[config.mk]
export PLATFORM = sky130hd
export DESIGN_NAME = hazard_scoreboard_flat
export DESIGN_NICKNAME = d
export VERILOG_FILES = /design/src/rtl/hazard_scoreboard_pkg.sv /design/src/rtl/hazard_scoreboard_if.sv /design/src/rtl/hazard_scoreboard_match.sv /design/src/rtl/hazard_scoreboard.sv /design/src/flat_wrapper.sv
export SDC_FILE = /design/constraint.sdc
export NUM_CORES = 1
export LEC_CHECK = 0
export ABC_AREA = 1
export CAP_MARGIN = 0
export CORE_AREA = 2 2 140 87
export CTS_CLUSTER_DIAMETER = 30
export DETAILED_ROUTE_END_ITERATION = 12
export DIE_AREA = 0 0 142 89
export PLACE_DENSITY_LB_ADDON = 0.05
export SETUP_SLACK_MARGIN = 0.15
export SLEW_MARGIN = 20
export SYNTH_ARGS = -nofsm -noshare
export SYNTH_HDL_FRONTEND = slang
export SYNTH_SLANG_ARGS = --single-unit
[constraint.sdc]
create_clock -name clk -period 2.3 [get_ports clk]
set_input_delay 0.23 -clock clk [delete_from_list [all_inputs] [get_ports clk]]
set_output_delay 0.23 -clock clk [all_outputs]
set_load 0.05 [all_outputs]
[src/rtl/hazard_scoreboard_pkg.sv]
// rtl/hazard_scoreboard_pkg.sv - latency classes, forward-select encoding and branch FSM states
package hazard_scoreboard_pkg;

   localparam int LAT_ALU    = 1;
   localparam int LAT_LOAD   = 2;
   localparam int LAT_MUL    = 3;
   localparam int FWD_SEL_RF = 0;
   localparam int BR_CNT_W   = 4;

   typedef enum logic {
      BR_IDLE,
      BR_SHADOW
   } br_state_e;

endpackage

[src/rtl/hazard_scoreboard_if.sv]
// rtl/hazard_scoreboard_if.sv - ID-stage request and hazard response bundle
interface hazard_scoreboard_if #(
   parameter int REG_AW    = 5,
   parameter int LAT_W     = 2,
   parameter int FWD_SEL_W = 2,
   parameter int CNT_W     = 32
);
   logic              id_valid;
   logic [REG_AW-1:0] id_rs;
   logic [REG_AW-1:0] id_rt;
   logic              id_rs_used;
   logic              id_rt_used;
   logic              id_wreg;
   logic [REG_AW-1:0] id_dest;
   logic [LAT_W-1:0]  id_lat;
   logic              id_branch_taken;
   logic              flush;

   logic                 stall;
   logic [FWD_SEL_W-1:0] fwda;
   logic [FWD_SEL_W-1:0] fwdb;
   logic                 cancel_next;
   logic                 issue;
   logic [CNT_W-1:0]     stall_count;

   modport master (
      output id_valid, id_rs, id_rt, id_rs_used, id_rt_used, id_wreg, id_dest, id_lat,
             id_branch_taken, flush,
      input  stall, fwda, fwdb, cancel_next, issue, stall_count
   );

   modport slave (
      input  id_valid, id_rs, id_rt, id_rs_used, id_rt_used, id_wreg, id_dest, id_lat,
             id_branch_taken, flush,
      output stall, fwda, fwdb, cancel_next, issue, stall_count
   );

endinterface

[src/rtl/hazard_scoreboard_match.sv]
// rtl/hazard_scoreboard_match.sv - youngest-writer search for one source operand
module hazard_scoreboard_match #(
   parameter int REG_AW    = 5,
   parameter int FWD_DEPTH = 3,
   parameter int LAT_W     = 2,
   parameter int IDX_W     = 2
) (
   input  logic [REG_AW-1:0]                 addr_i,
   input  logic                              used_i,
   input  logic [FWD_DEPTH-1:0]              valid_i,
   input  logic [FWD_DEPTH-1:0]              wreg_i,
   input  logic [FWD_DEPTH-1:0][REG_AW-1:0]  dest_i,
   input  logic [FWD_DEPTH-1:0][LAT_W-1:0]   rem_i,
   output logic                              hit_o,
   output logic [IDX_W-1:0]                  idx_o,
   output logic                              not_ready_o
);

   // Walk oldest to youngest so the lowest stage index wins the last assignment.
   always_comb begin
      hit_o       = 1'b0;
      idx_o       = '0;
      not_ready_o = 1'b0;
      if (used_i && (addr_i != '0)) begin
         for (int k = FWD_DEPTH - 1; k >= 0; k--) begin
            if (valid_i[k] && wreg_i[k] && (dest_i[k] == addr_i)) begin
               hit_o       = 1'b1;
               idx_o       = IDX_W'(k);
               not_ready_o = (rem_i[k] != '0);
            end
         end
      end
   end

endmodule

[src/rtl/hazard_scoreboard.sv]
// rtl/hazard_scoreboard.sv - in-flight write tracking, stall/forward generation and branch shadow
module hazard_scoreboard
   import hazard_scoreboard_pkg::*;
#(
   parameter int REG_AW       = 5,
   parameter int FWD_DEPTH    = 3,
   parameter int LAT_W        = 2,
   parameter int BRANCH_SLOTS = 1,
   parameter int CNT_W        = 32
) (
   input  logic                clk,
   input  logic                rst,
   hazard_scoreboard_if.slave  bus
);

   localparam int FWD_SEL_W = $clog2(FWD_DEPTH + 1);
   localparam int LX_W      = LAT_W + 1;
   localparam logic [LX_W-1:0]     LAT_MIN = LX_W'(LAT_ALU);
   localparam logic [LX_W-1:0]     LAT_MAX = LX_W'(FWD_DEPTH);
   localparam logic [BR_CNT_W-1:0] BR_LOAD = BR_CNT_W'(BRANCH_SLOTS);

   logic [FWD_DEPTH-1:0]             valid_q, valid_d;
   logic [FWD_DEPTH-1:0]             wreg_q, wreg_d;
   logic [FWD_DEPTH-1:0][REG_AW-1:0] dest_q, dest_d;
   logic [FWD_DEPTH-1:0][LAT_W-1:0]  rem_q, rem_d;
   br_state_e                        state_q, state_d;
   logic [BR_CNT_W-1:0]              cnt_q, cnt_d;
   logic [CNT_W-1:0]                 stall_cnt_q, stall_cnt_d;

   logic                 rs_hit, rs_nr, rt_hit, rt_nr;
   logic [FWD_SEL_W-1:0] rs_idx, rt_idx;
   logic                 cancel, stall, issue;
   logic [LX_W-1:0]      lat_ext, lat_eff;
   logic [LAT_W-1:0]     rem0;

   hazard_scoreboard_match #(
      .REG_AW(REG_AW), .FWD_DEPTH(FWD_DEPTH), .LAT_W(LAT_W), .IDX_W(FWD_SEL_W)
   ) u_match_rs (
      .addr_i(bus.id_rs), .used_i(bus.id_rs_used), .valid_i(valid_q), .wreg_i(wreg_q),
      .dest_i(dest_q), .rem_i(rem_q), .hit_o(rs_hit), .idx_o(rs_idx), .not_ready_o(rs_nr)
   );

   hazard_scoreboard_match #(
      .REG_AW(REG_AW), .FWD_DEPTH(FWD_DEPTH), .LAT_W(LAT_W), .IDX_W(FWD_SEL_W)
   ) u_match_rt (
      .addr_i(bus.id_rt), .used_i(bus.id_rt_used), .valid_i(valid_q), .wreg_i(wreg_q),
      .dest_i(dest_q), .rem_i(rem_q), .hit_o(rt_hit), .idx_o(rt_idx), .not_ready_o(rt_nr)
   );

   // Latency is clamped into 1..FWD_DEPTH so rem never outlives the tracked window.
   assign lat_ext = {1'b0, bus.id_lat};
   assign lat_eff = (lat_ext < LAT_MIN) ? LAT_MIN : ((lat_ext > LAT_MAX) ? LAT_MAX : lat_ext);
   assign rem0    = LAT_W'(lat_eff - LAT_MIN);

   assign cancel = (state_q == BR_SHADOW);
   assign stall  = bus.id_valid & ~cancel & ((rs_hit & rs_nr) | (rt_hit & rt_nr));
   assign issue  = bus.id_valid & ~stall & ~cancel & ~bus.flush;

   assign bus.stall       = stall;
   assign bus.cancel_next = cancel;
   assign bus.issue       = issue;
   assign bus.stall_count = stall_cnt_q;
   assign bus.fwda = (rs_hit && !rs_nr) ? rs_idx + FWD_SEL_W'(1) : FWD_SEL_W'(FWD_SEL_RF);
   assign bus.fwdb = (rt_hit && !rt_nr) ? rt_idx + FWD_SEL_W'(1) : FWD_SEL_W'(FWD_SEL_RF);

   always_comb begin
      valid_d = '0;
      wreg_d  = '0;
      dest_d  = '0;
      rem_d   = '0;
      if (!bus.flush) begin
         valid_d[0] = issue;
         wreg_d[0]  = bus.id_wreg;
         dest_d[0]  = bus.id_dest;
         rem_d[0]   = rem0;
         for (int k = 1; k < FWD_DEPTH; k++) begin
            valid_d[k] = valid_q[k-1];
            wreg_d[k]  = wreg_q[k-1];
            dest_d[k]  = dest_q[k-1];
            rem_d[k]   = (rem_q[k-1] == '0) ? '0 : rem_q[k-1] - LAT_W'(1);
         end
      end
   end

   always_comb begin
      state_d = state_q;
      cnt_d   = cnt_q;
      if (bus.flush) begin
         state_d = BR_IDLE;
         cnt_d   = '0;
      end else begin
         case (state_q)
            BR_IDLE: begin
               if (bus.id_branch_taken && issue) begin
                  state_d = BR_SHADOW;
                  cnt_d   = BR_LOAD;
               end
            end
            BR_SHADOW: begin
               cnt_d = (cnt_q == '0) ? '0 : cnt_q - BR_CNT_W'(1);
               if (cnt_q <= BR_CNT_W'(1)) begin
                  state_d = BR_IDLE;
               end
            end
            default: begin
               state_d = BR_IDLE;
               cnt_d   = '0;
            end
         endcase
      end
   end

   always_comb begin
      stall_cnt_d = stall_cnt_q;
      if (stall && !(&stall_cnt_q)) begin
         stall_cnt_d = stall_cnt_q + CNT_W'(1);
      end
   end

   always_ff @(posedge clk or posedge rst) begin
      if (rst) begin
         valid_q     <= '0;
         wreg_q      <= '0;
         dest_q      <= '0;
         rem_q       <= '0;
         state_q     <= BR_IDLE;
         cnt_q       <= '0;
         stall_cnt_q <= '0;
      end else begin
         valid_q     <= valid_d;
         wreg_q      <= wreg_d;
         dest_q      <= dest_d;
         rem_q       <= rem_d;
         state_q     <= state_d;
         cnt_q       <= cnt_d;
         stall_cnt_q <= stall_cnt_d;
      end
   end

   a_lat_legal: assert property (@(posedge clk) disable iff (rst)
      (bus.id_valid && bus.id_wreg) |-> (lat_ext <= LAT_MAX));

endmodule

[src/flat_wrapper.sv]
// flat-port wrapper written by rule: the top's interface ports become plain ports
module hazard_scoreboard_flat import hazard_scoreboard_pkg::*;
#(
   parameter int REG_AW       = 5,
   parameter int FWD_DEPTH    = 3,
   parameter int LAT_W        = 2,
   parameter int BRANCH_SLOTS = 1,
   parameter int CNT_W        = 32
)
  (clk, rst, bus_id_valid, bus_id_rs, bus_id_rt, bus_id_rs_used, bus_id_rt_used, bus_id_wreg, bus_id_dest, bus_id_lat, bus_id_branch_taken, bus_flush, bus_stall, bus_fwda, bus_fwdb, bus_cancel_next, bus_issue, bus_stall_count);
  hazard_scoreboard_if #(.REG_AW(REG_AW), .LAT_W(LAT_W), .FWD_SEL_W(2), .CNT_W(CNT_W)) bus_i ();
  input  logic clk;
  input  logic rst;
  input wire logic [$bits(bus_i.id_valid)-1:0] bus_id_valid;
  input wire logic [$bits(bus_i.id_rs)-1:0] bus_id_rs;
  input wire logic [$bits(bus_i.id_rt)-1:0] bus_id_rt;
  input wire logic [$bits(bus_i.id_rs_used)-1:0] bus_id_rs_used;
  input wire logic [$bits(bus_i.id_rt_used)-1:0] bus_id_rt_used;
  input wire logic [$bits(bus_i.id_wreg)-1:0] bus_id_wreg;
  input wire logic [$bits(bus_i.id_dest)-1:0] bus_id_dest;
  input wire logic [$bits(bus_i.id_lat)-1:0] bus_id_lat;
  input wire logic [$bits(bus_i.id_branch_taken)-1:0] bus_id_branch_taken;
  input wire logic [$bits(bus_i.flush)-1:0] bus_flush;
  output wire logic [$bits(bus_i.stall)-1:0] bus_stall;
  output wire logic [$bits(bus_i.fwda)-1:0] bus_fwda;
  output wire logic [$bits(bus_i.fwdb)-1:0] bus_fwdb;
  output wire logic [$bits(bus_i.cancel_next)-1:0] bus_cancel_next;
  output wire logic [$bits(bus_i.issue)-1:0] bus_issue;
  output wire logic [$bits(bus_i.stall_count)-1:0] bus_stall_count;
  assign bus_i.id_valid = bus_id_valid;
  assign bus_i.id_rs = bus_id_rs;
  assign bus_i.id_rt = bus_id_rt;
  assign bus_i.id_rs_used = bus_id_rs_used;
  assign bus_i.id_rt_used = bus_id_rt_used;
  assign bus_i.id_wreg = bus_id_wreg;
  assign bus_i.id_dest = bus_id_dest;
  assign bus_i.id_lat = bus_id_lat;
  assign bus_i.id_branch_taken = bus_id_branch_taken;
  assign bus_i.flush = bus_flush;
  assign bus_stall = bus_i.stall;
  assign bus_fwda = bus_i.fwda;
  assign bus_fwdb = bus_i.fwdb;
  assign bus_cancel_next = bus_i.cancel_next;
  assign bus_issue = bus_i.issue;
  assign bus_stall_count = bus_i.stall_count;
  hazard_scoreboard #(.REG_AW(REG_AW), .FWD_DEPTH(FWD_DEPTH), .LAT_W(LAT_W), .BRANCH_SLOTS(BRANCH_SLOTS), .CNT_W(CNT_W)) u_core (.clk(clk), .rst(rst), .bus(bus_i));
endmodule
==> qor.yml, run 1 <==
setup_viol: 4
htree_levels: 3
port_buffers: 63
clockRootBuffer: "clkbuf_16"
tightest_slew_ps: 599.8
clock_path_buffers: 2
syn_to_final_growth_pct: 56.36
routed_wl_um: 13480
multi_input_area_um2: 2386
nNetsFinal: 692
avgRoutedWirePerCell_um: 16.54
final_hold_viol_count: 0
drcViolationCount: 0
grt_pass1_wl_um: 20280
dieArea_um2: 12640
dpl-instance-area_um2: 5092
ioPinCount: 64
cts_hold_buf: 0
setup_tns_ps: -260.3
syn-num-nets: 560
cp-end-kind: "primary output"
drt_iter0_drc: 345
peakVddDrop_uv: 368.0
numClockSinks: 64
yosys_warnings: 0
yosysUniqueCellTypes: 31
power_mw: 3.009
ff_latch_area_um2: 1613
grt_pass1_vias: 3609
die_w_um: 142
ys_seq_area_frac: 0.4122
initial_core_util: 0.3462
antenna_cells: 0
ant_nets: 0
synth_area_per_cell_um2: 7.275
fin_crit_sh: 1.047
cp_slowest_cell: "dfrtp_1"
drive_above_1_share: 0.2891
die-height_um: 89
fin_worst_skew_ps: 7.105
post_drt_via_cell_ratio: 5.001
startpoint_type: "flip-flop"
slew_violations: 0
dr.pass1.iters: 6
grt_max_degree: 25
cts_buffers: 9
cp_cell_sequence: "xor2_1, nor2_1, nand2_1, nor2_2, nand3_1, nand2_2, nand2_4, buf_6, nand3_4, buf_4, nor2_4, buf_12"
cts_tree: "built"
fin_ws_ps: -108.0
leakagePower_nw: 2.894
crit_type: "flip-flop to primary output"
fillers: 1052
route.vias.total: 4076
stdcell_area_um2: 6075
period_needed_ps: 2408
hp-class: "primary input to asynchronous set/reset pin"
violations: "setup timing"
grt_util_all_layers: 0.2140
max_stage_delay_ps: 420
dp_hpwl_um: 9627
synth_area_leaders: "dfrtp_1 (41%), nand2_1 (15%), nor2_1 (7.7%)"
placedCellCount: 771
core_area_um2: 11220
row_count: 30
relSlewSlack: 0.5965
crit_fanout: 4
rsz0062_at_grt: "yes"
power.density_nw_per_um2: 495.4
holdWs_ps: 263.8
antenna_found_initial: 0
grt_overflow: 0
clk_latency_ps: 330
drv_cap: 0
outcome: "complete, but fails checks"
cts.clk_slew.worst_paths_ps: 60
cp.required_ps: 2070
netlist_area_um2: 3885
yosysTopAreaCell: "dfrtp_1"
ys_ff_latch: 64
fin_cells: 815
synth_top_area_frac: 0.4122
arrival_ps: 2180
clock.fmax_ghz: 0.4153
netlist_instances: 534
gp_congestion: 0.9920
layer usage:
metal | wire length, µm | GRT usage | part of all wire | vias to the layer above
met3 | 1096 | 0.05356 | 0.081 | 20
met1 | 7252 | 0.3602 | 0.54 | 1931
met2 | 4980 | 0.2560 | 0.37 | 154
li1 | - | - | - | 1971
met5 | 0 | 0 | 0 | -
met4 | 150 | 0.05000 | 0.011 | 0
critical path, delay by kind of cell (launching register included):
family,cells,cell delay [ps]
DFF,1,420
xor gates and xnor gates,1,150
and+or+nand+nor,8,850
buffers and inverters,3,400
final cells by class:
class	count	share of cell area
Clock buffer	12	0.04222
Clock inverter	4	0.01256
Inverter	57	0.03563
Multi-Input combinational cell	401	0.3928
Sequential cell	64	0.2655
Tap cell	144	0.02966
Timing Repair Buffer	133	0.2216
stage by stage:
step / setup slack, ps / utilization
after global routing: -165.4 / 0.5412
final: -108.0 / 0.5412
after global placement: -205.5 / 0.4537
after detailed placement: -217.6 / 0.4537
after CTS: -80.45 / 0.4989
after floorplan: 164.8 / -
report_power, final:
part | switching [mW] | internal [mW]
clock | 0.518 | 1.01
combinational | 0.174 | 0.132
sequential | 0.0250 | 1.15
total | 0.716 | 2.29
synth_stat cells, drive strengths merged:
cell type    n
nand2      160
nor2        81
dfrtp       64
inv         56
nand3       42
xor2        25
nor3        20
nand4       18
xnor2       17
o21ai       14
buf          8
nor4         6
a21oi        5
clkbuf       4
a211oi       2
nand3b       2
o21bai       2
or2          2
a21boi       1
and3         1
clkinv       1
ha           1
o2111ai      1
o41ai        1
state kept, by name, summed over array words and instances (netlist names):
signal	flops
u_core.bus.stall_count	32
u_core.bus.cancel_next	1
u_core.rem_q	6
u_core.cnt_q	4
u_core.wreg_q	3
u_core.valid_q	3
u_core.dest_q	15
placed cells by master, fill, tap and decap left out, types with 17 or more instances in the layout:
cell type and n:
nand2_1 111, nand3_1 35, clkdlybuf4s50_1 48, inv_1 46, nor3_1 18, xor2_1 25, xnor2_1 17, nand4_1 18
nand2_2 30, nand2_4 19, buf_4 56, dfrtp_1 55, nor2_1 69
final timing paths:
kind	startpoint	end	slack, ps	cells after the start
min in group clk	bus_id_dest[3]	u_core.dest_q[3]$_DFF_PP0_	410	3
worst max register to register	u_core.dest_q[13]$_DFF_PP0_	u_core.bus.stall_count[0]$_DFFE_PP0P_	90	12
max in group asynchronous	rst	u_core.dest_q[4]$_DFF_PP0_	1450	3
worst min register to register	u_core.rem_q[2]$_DFF_PP0_	u_core.rem_q[4]$_DFF_PP0_	440	1
worst max-delay path	u_core.dest_q[13]$_DFF_PP0_	bus_fwda[0]	-110	12
worst min-delay path	rst	u_core.wreg_q[2]$_DFF_PP0_	260	2
logic make-up (layout without fill, tap and decap cells):
group / after synthesis / count (layout) / synth area share
AOI/OAI and AO/OA: 26 / 26 / 0.03961
xor gates and xnor gates: 42 / 42 / 0.09469
adders and majority gates: 1 / 1 / 0.003220
buffers and inverters: 69 / 206 / 0.07407
DFF: 64 / 64 / 0.4122
and+or+nand+nor: 332 / 332 / 0.3762
what timing repair did:
action                                  in CTS  in global routing
gates resized for setup                     47                 93
setup buffers                                9                 15
endpoints found under the setup margin       6                 44
pin swaps                                   13                 52
cloned                                       0                  4
hold endpoints to repair                     0                  0
Note: power is estimated with default switching activity, not from simulation.
==> inputs of run 2 (changes only) <==
--- a/config.mk
+++ b/config.mk
@@ -5,12 +5,12 @@
 export SDC_FILE = /design/constraint.sdc
 export NUM_CORES = 1
 export LEC_CHECK = 0
-export ABC_AREA = 1
+export ABC_AREA = 0
 export CAP_MARGIN = 0
-export CORE_AREA = 2 2 140 87
+export CORE_AREA = 2 2 105 67
 export CTS_CLUSTER_DIAMETER = 30
 export DETAILED_ROUTE_END_ITERATION = 12
-export DIE_AREA = 0 0 142 89
+export DIE_AREA = 0 0 107 69
 export PLACE_DENSITY_LB_ADDON = 0.05
 export SETUP_SLACK_MARGIN = 0.15
 export SLEW_MARGIN = 20
==> run 2 against run 1 <==
The run still ends with setup timing left. Critical path depth is 4 lower. Non-clock buffer count shrank 23. Sequential share of layout area increased by 6.5 points. Via count down 31%. Worst setup slack got worse by 410 ps. Largest power group is now sequential cells.
==> qor.yml, run 2 <==
outcome: "complete, but fails checks"
violations: "setup timing"
ys_seq_area_frac: 0.4940  # +0.08178
clk_latency_ps: 340  # about the same
netlist_instances: 311  # -42%
tightest_slew_ps: 604.3  # +4.573 ps
antenna_cells: 0  # unchanged
grt_max_degree: 25  # unchanged
cp.required_ps: 2070  # about the same
ys.flop_type: "dfrtp_1"
drv_cap: 0  # unchanged
htree_levels: 3  # unchanged
row_count: 23  # -23%
cp_slowest_cell: "dfrtp_1"
grt_util_all_layers: 0.2428  # +0.02889
die_w_um: 107  # -25%
drcViolationCount: 0  # unchanged
cts_buffers: 9  # unchanged
synth_common_cells: "dfrtp_1 (64), xnor2_1 (48), nand4_1 (26), nand3_1 (22), nor2b_1 (21)"
die-height_um: 69  # -22%
syn-num-nets: 337  # -40%
cp_top_family: "simple AND/OR/NAND/NOR gates"
leakagePower_nw: 2.024  # -30%
dp_hpwl_um: 6112  # -37%
nNetsFinal: 448  # -35%
cts.clk_slew.worst_paths_ps: 70  # about the same
final_hold_viol_count: 0  # unchanged
clockRootBuffer: "clkbuf_8"
dr.pass1.iters: 4  # -2
slew_violations: 0  # unchanged
drt_iter0_drc: 213  # -38%
peakVddDrop_uv: 346.6  # -5.8%
setup_viol: 41  # +37
grt_overflow: 0  # unchanged
synth_area_leaders: "dfrtp_1 (49%), xnor2_1 (13%), nand4_1 (5.0%)"
drive_above_1_share: 0.2693  # -0.01980
numClockSinks: 64  # unchanged
dp_worst_setup_slack_ps: -572.5  # -354.9 ps
path_buf_inv: 1  # -2
hp-class: "primary input to asynchronous set/reset pin"
fin_ws_ps: -519.9  # -411.9 ps
ant_nets: 0  # unchanged
layout_common_cells: "clkdlybuf4s50_1 (57), dfrtp_1 (55), xnor2_1 (45), buf_4 (31), nand4_1 (26)"
avgRoutedWirePerCell_um: 16.76  # +1.4%
yosysUniqueCellTypes: 41  # +32%
yosysTopAreaCell: "dfrtp_1"
crit_type: "flip-flop to primary output"
yosys_warnings: 0  # unchanged
routed_wl_um: 8616  # -36%
cp-end-kind: "primary output"
synth_top_area_frac: 0.4940  # +0.08178
synth_area_per_cell_um2: 10.42  # +43%
fin_crit_sh: 1.226  # +0.1791
gp_congestion: 0.9473  # -4.5%
ioPinCount: 64  # unchanged
arrival_ps: 2590  # +410 ps
ys_ff_latch: 64  # unchanged
power.density_nw_per_um2: 487.4  # -1.6%
rsz0062_at_grt: "yes"
largest_reg_flops: 32  # unchanged
syn_to_final_growth_pct: 50.56
grt_pass1_vias: 2657  # -26%
max_stage_delay_ps: 440  # +20 ps
layout_commonest_cell: "clkdlybuf4s50_1"
period_needed_ps: 2820  # +411.9 ps
cts_tree: "built"
cp_cell_sequence: "xnor2_1, nand3_2, or3_1, and3b_1, o32ai_2, or2b_1, and3b_2, buf_12"
async_flop_share: 1.000  # unchanged
fin_worst_skew_ps: 12.81  # +5.709 ps
crit_fanout: 3  # -1
core_area_um2: 6417  # -43%
port_buffers: 63  # unchanged
synth.most_common_cell: "dfrtp_1"
route.vias.total: 2795  # -31%
cts_hold_buf: 0  # unchanged
antenna_found_initial: 0  # unchanged
relSlewSlack: 0.5928  # -0.003619
initial_core_util: 0.5052  # +0.1590
netlist_area_um2: 3242  # -17%
dieArea_um2: 7383  # -42%
clock.fmax_ghz: 0.3546  # -15%
post_drt_via_cell_ratio: 5.438  # +8.7%
synth_edf_count: 0  # unchanged
startpoint_type: "flip-flop"
clock_path_buffers: 2  # unchanged
grt_pass1_wl_um: 13830  # -32%
holdWs_ps: 175.9  # -87.94 ps
run 2: cells by family (layout without fill, tap and decap cells):
family | after synthesis | in the layout | synth area share
flops | 64 | 64 | 0.4940
mux | 2 | 2 | 0.006947
buf+inv | 13 | 129 | 0.01852
compound gates | 20 | 20 | 0.04825
xor+xnor | 61 | 61 | 0.1648
simple gates | 150 | 150 | 0.2636
fa+ha+maj | 1 | 1 | 0.003859
run 2: final timing paths:
path	start	endpoint	slack, ps	depth (start not counted)
max	u_core.dest_q[5]$_DFF_PP0_	bus_fwda[1]	-520	8
min	rst	u_core.bus.stall_count[23]$_DFFE_PP0P_	180	2
max reg2reg	u_core.dest_q[4]$_DFF_PP0_	u_core.bus.stall_count[13]$_DFFE_PP0P_	-400	14
min reg2reg	u_core.rem_q[2]$_DFF_PP0_	u_core.rem_q[4]$_DFF_PP0_	450	1
max in group asynchronous	rst	u_core.dest_q[1]$_DFF_PP0_	1590	3
min in group clk	bus_id_dest[0]	u_core.dest_q[0]$_DFF_PP0_	440	2
run 2: repair_timing:
action	CTS	global route
pin swaps	12	21
gates resized for setup	20	32
setup endpoints to repair	44	44
buffers inserted	7	2
gates cloned	1	0
run 2: per-layer routing:
| metal | vias up | share of wire | global-route usage |
|---|---|---|---|
| met1 | 1359 | 0.48 | 0.3936 |
| met2 | 102 | 0.42 | 0.3178 |
| met5 | - | 0 | 0 |
| met3 | 4 | 0.087 | 0.06433 |
| met4 | 0 | 0.0062 | 0.05772 |
| li1 | 1330 | - | - |
run 2: worst reg2reg max path, stage by stage, from the launching register on:
cell,delay [ps]
dfrtp_1,440
buf_6,150
xor2_2,150
nor4_4,240
nand4_1,220
buf_4,210
o31ai_4,50
o32ai_2,120
a2bb2o_4,260
buf_6,110
buf_6,90
buf_8,140
buf_6,140
nand4_1,120
xnor2_1,150
run 2: final cells by class:
| class | instances | area [µm²] |
|---|---|---|
| clock buffer | 12 | 145.1 |
| clock inverter | 4 | 45.04 |
| fill | 456 | 1536 |
| inverter | 3 | 11.26 |
| multi-input combinational | 234 | 1838 |
| sequential | 64 | 1613 |
| tap | 87 | 108.9 |
| timing repair buffer | 110 | 1120 |
run 2: metrics by stage:
| step | setup TNS, ps | instances | total power, mW | util | cell area [µm²] |
|---|---|---|---|---|---|
| floorplan | -248.1 | 311 | 1.299 | - | 3317 |
| global placement | -20310 | 488 | 1.425 | 0.6779 | 4350 |
| detailed placement | -20170 | 488 | 1.429 | 0.6779 | 4350 |
| CTS | -12560 | 512 | 2.387 | 0.7306 | 4688 |
| global route | -18820 | 514 | 2.482 | 0.7606 | 4881 |
| finish | -13990 | 514 | 2.379 | 0.7606 | 4881 |
run 2: power breakdown:
group / total, mW / switching (mW) / internal (mW) / leakage (nW)
Combinational: 0.262 / 0.132 / 0.130 / 1.06
Sequential: 1.17 / 0.0242 / 1.14 / 0.864
Clock: 0.948 / 0.422 / 0.525 / 0.100
